[src/rtl/edge_level_decoder.sv]
// edge_level_decoder: rebuilds a level waveform from rising/falling edge event
// pulses, measures each completed high/low phase in cycles, and hands the
// measurements out through a single-entry valid/ready output register.
// Protocol violations (duplicate or simultaneous edges) are flagged.
module edge_level_decoder #(
    parameter int   CNT_W      = 16,
    parameter logic INIT_LEVEL = 1'b0
) (
    input  logic             clk,
    input  logic             rst,
    input  logic             in_posedge,
    input  logic             in_negedge,
    output logic             level_out,
    output logic             width_valid,
    input  logic             width_ready,
    output logic [CNT_W-1:0] width_data,
    output logic             width_is_high,
    output logic             err_dup,
    output logic             err_both,
    output logic             overflow
);

    typedef enum logic [1:0] {
        ST_SYNC = 2'd0,
        ST_LOW  = 2'd1,
        ST_HIGH = 2'd2
    } state_t;

    localparam logic [CNT_W-1:0] CNT_MAX = '1;
    localparam logic [CNT_W-1:0] CNT_ONE = CNT_W'(1);

    state_t           state_reg, state_next;
    logic [CNT_W-1:0] cnt_reg, cnt_next;
    logic             level_reg, level_next;
    logic             valid_reg, valid_next;
    logic [CNT_W-1:0] data_reg, data_next;
    logic             is_high_reg, is_high_next;
    logic             err_dup_reg, err_dup_next;
    logic             err_both_reg, err_both_next;
    logic             overflow_reg, overflow_next;

    logic pos_only, neg_only, legal_edge, meas_fire;

    // Edge classification, next state, phase counter and output register update.
    always_comb begin
        state_next    = state_reg;
        cnt_next      = cnt_reg;
        level_next    = level_reg;
        valid_next    = valid_reg;
        data_next     = data_reg;
        is_high_next  = is_high_reg;
        err_dup_next  = 1'b0;
        err_both_next = 1'b0;
        overflow_next = overflow_reg;

        pos_only   = in_posedge & ~in_negedge;
        neg_only   = in_negedge & ~in_posedge;
        legal_edge = 1'b0;
        meas_fire  = 1'b0;

        if (in_posedge && in_negedge) begin
            // Ambiguous event: ignore it entirely, only report it.
            err_both_next = 1'b1;
        end else if (pos_only) begin
            if (state_reg == ST_HIGH) begin
                err_dup_next = 1'b1;
            end else begin
                legal_edge = 1'b1;
                meas_fire  = (state_reg == ST_LOW);
                state_next = ST_HIGH;
            end
        end else if (neg_only) begin
            if (state_reg == ST_LOW) begin
                err_dup_next = 1'b1;
            end else begin
                legal_edge = 1'b1;
                meas_fire  = (state_reg == ST_HIGH);
                state_next = ST_LOW;
            end
        end

        // Counter restarts at 1 on a legal edge so that edges K cycles apart read K.
        if (legal_edge) begin
            cnt_next = CNT_ONE;
        end else if (state_reg != ST_SYNC && cnt_reg != CNT_MAX) begin
            cnt_next = cnt_reg + CNT_ONE;
        end

        case (state_next)
            ST_HIGH: level_next = 1'b1;
            ST_LOW:  level_next = 1'b0;
            default: level_next = INIT_LEVEL;
        endcase

        // A full register with a stalled consumer drops the new measurement.
        if (meas_fire) begin
            if (!valid_reg || width_ready) begin
                valid_next   = 1'b1;
                data_next    = cnt_reg;
                is_high_next = (state_reg == ST_HIGH);
            end else begin
                overflow_next = 1'b1;
            end
        end else if (valid_reg && width_ready) begin
            valid_next = 1'b0;
        end
    end

    // State and output registers with synchronous reset.
    always_ff @(posedge clk) begin
        if (rst) begin
            state_reg    <= ST_SYNC;
            cnt_reg      <= '0;
            level_reg    <= INIT_LEVEL;
            valid_reg    <= 1'b0;
            data_reg     <= '0;
            is_high_reg  <= 1'b0;
            err_dup_reg  <= 1'b0;
            err_both_reg <= 1'b0;
            overflow_reg <= 1'b0;
        end else begin
            state_reg    <= state_next;
            cnt_reg      <= cnt_next;
            level_reg    <= level_next;
            valid_reg    <= valid_next;
            data_reg     <= data_next;
            is_high_reg  <= is_high_next;
            err_dup_reg  <= err_dup_next;
            err_both_reg <= err_both_next;
            overflow_reg <= overflow_next;
        end
    end

    assign level_out     = level_reg;
    assign width_valid   = valid_reg;
    assign width_data    = data_reg;
    assign width_is_high = is_high_reg;
    assign err_dup       = err_dup_reg;
    assign err_both      = err_both_reg;
    assign overflow      = overflow_reg;

endmodule

[config.mk]
export PLATFORM = sky130hd
export DESIGN_NAME = edge_level_decoder
export DESIGN_NICKNAME = d
export VERILOG_FILES = /design/src/rtl/edge_level_decoder.sv
export SDC_FILE = /design/constraint.sdc
export NUM_CORES = 1
export LEC_CHECK = 0
export ABC_AREA = 0
export CORE_MARGIN = 2
export CORE_UTILIZATION = 52
export CTS_BUF_LIST = sky130_fd_sc_hd__clkbuf_8
export DETAILED_ROUTE_END_ITERATION = 10
export PLACE_DENSITY_LB_ADDON = 0.05
export SYNTH_ARGS = -nofsm -noshare
export SYNTH_HDL_FRONTEND = slang
export SYNTH_SLANG_ARGS = --single-unit
[constraint.sdc]
create_clock -name clk -period 2.95 [get_ports clk]
set_input_delay 0.59 -clock clk [delete_from_list [all_inputs] [get_ports clk]]
set_output_delay 0.59 -clock clk [all_outputs]
set_load 0.05 [all_outputs]
==> results.json <==
{
  "status": "finished clean",
  "post_cts_buffers": 0,
  "final_cell_area_um2": 2190,
  "hp-class": "reg -> reg",
  "synthCells": 199,
  "std_cell_rows": 21,
  "multi_input_area_um2": 950,
  "ys_async_sr_fraction_pct": 0,
  "synth_top_area_share_pct": 44.2,
  "cts-resized-gates": 0,
  "cts_tree": "yes",
  "ant_nets": 0,
  "dp_hpwl_um": 2680,
  "startpoint_type": "primary input",
  "antenna_found_initial": 0,
  "clkSinkCount": 40,
  "power_density_nw_per_um2": 460,
  "cts_root_buffer": "clkbuf_8",
  "synth_cell_types": 42,
  "hold_violations": 0,
  "cts.path.max_buffers": 2,
  "core-area_um2": 3340,
  "yosys-top-cells-area": "dfxtp_1 44%, mux2i_1 10%, nor2_1 5.2%",
  "clk_pin_slew_ns": 0.07,
  "synthTopCellsByCount": "40 x dfxtp_1, 25 x nor2_1, 19 x mux2i_1",
  "synth_area_um2": 1810,
  "synth_area_per_cell_um2": 9.11,
  "drt_iter0_drc": 101,
  "synth-seq-area-share_pct": 44.2,
  "ys_warn_count": 0,
  "end_kind": "flip-flop",
  "seq_area_um2": 801,
  "chipWidth_um": 63.0,
  "place_congestion": 0.811,
  "nFillCells": 287,
  "ys_ff_latch": 40,
  "vias": 1559,
  "nets": 231,
  "crit_path_max_fanout": 11,
  "tightest_slew_ns": 0.575,
  "drc": 0,
  "synth_edf_count": 0,
  "r2r_slack_ns": 0.97,
  "grt_pass1_wl_um": 6490,
  "fin_setup_tns_ns": 0,
  "areaGrowthSynthToFinish_pct": 20.6,
  "cts_max_level": 2,
  "cp_data_arrival_time_ns": 2.43,
  "required_ns": 3.13,
  "track_usage_pct": 20.6,
  "slew_headroom_pct": 61.1,
  "antenna_cells": 0,
  "clock_latency_ns": 0.29,
  "grt_pass1_vias": 1452,
  "p_leak_nw": 0.833,
  "rsz0062_at_grt": "no",
  "post-route-period-util_pct": 76.3,
  "fmax_ghz": 0.444,
  "vias_per_cell": 5.73,
  "routed_wl_um": 3770,
  "crit_type": "in -> reg",
  "grt_max_degree": 25,
  "die_y_um": 63.0,
  "drt-pass1-iter-count": 4,
  "maxSlewViolCount": 0,
  "cap_violations": 0,
  "utilization_pct": 65.5,
  "synth_top_cell_by_area": "dfxtp_1",
  "dieArea_um2": 3970,
  "setup_viol": 0,
  "finClkSkew_ns": 0.00201,
  "period_minus_slack_ns": 2.25,
  "drive_gt1_share_pct": 10.2,
  "syn_nets": 205,
  "port_buffers": 26,
  "place_area_um2": 2090,
  "initial_core_util_pct": 54.3,
  "overflow": 0,
  "synth_most_common_cell": "dfxtp_1",
  "cts_hold_buf": 0,
  "io_pins": 27,
  "ir_worst_vdd_mv": 0.290,
  "ys.flop_type": "dfxtp_1",
  "cts_made_buffers": 5,
  "wire_per_inst_um": 13.8
}
==> worst max-delay path, stage by stage <==
cell and delay, ns:
clkdlybuf4s50_1 0.64, nor4bb_1 0.14, o21ai_2 0.45, buf_4 0.33, mux2i_1 0.22, nor2_1 0.05
==> through the flow <==
stage	worst slack [ns]	cells	total power, W	hold slack [ns]
6_report	0.700	272	0.00101	0.462
3_5_place_dp	0.395	264	0.000646	0.456
3_3_place_gp	0.499	264	0.000642	0.459
5_1_grt	0.481	272	0.00105	0.489
4_1_cts	0.695	272	0.00102	0.467
2_1_floorplan	1.09	199	0.000625	0.463
==> cell type report <==
| cell class | count | area share, % |
|---|---|---|
| multi-input combinational | 147 | 43.4 |
| sequential | 40 | 36.6 |
| timing repair buffer | 28 | 12.6 |
| clock buffer | 6 | 3.78 |
| tap | 46 | 2.63 |
| inverter | 3 | 0.515 |
| clock inverter | 2 | 0.458 |
==> power by group <==
group / total, W / internal [W] / leakage, nW / switching (W)
Sequential: 0.000555 / 0.000547 / 0.323 / 0.00000868
Clock: 0.000372 / 0.000187 / 0.0510 / 0.000186
Combinational: 0.0000773 / 0.0000295 / 0.458 / 0.0000478
==> path summary, 6_finish.rpt <==
kind                                    start             to  depth (start not counted)
worst max-delay path               in_negedge  width_data[7]                          6
worst min register to register  width_is_high  width_is_high                          2
worst min-delay path            width_is_high  width_is_high                          2
worst max register to register     cnt_reg[0]     cnt_reg[6]                          5
==> routing by layer <==
metal,track usage (%),share of wire [%],up-vias
li1,-,-,780
met1,24.9,45,737
met2,35.1,49,37
met3,4.50,4.6,5
met4,8.89,1.6,0
met5,0,0,-
==> cells in the final DEF, fill, tap and decap left out, types with 4 or more instances in the layout <==
master	instances
nand2b_1	5
clkbuf_8	6
dfxtp_1	40
or3_1	7
nor2_1	25
nand2_1	16
nand3_1	4
mux2i_1	19
nor4_1	5
o21ai_0	10
nand4_1	5
a21oi_1	13
clkdlybuf4s50_1	26
==> cell families after synthesis <==
family / synth area share (%)
AO/OA/AOI/OAI: 14.6
adder cells (fa/ha/maj): 0.690
buffers and inverters: 3.66
flip-flops: 44.2
multiplexers: 10.5
AND/OR/NAND/NOR: 26.4
Note: power is estimated with default switching activity, not from simulation.
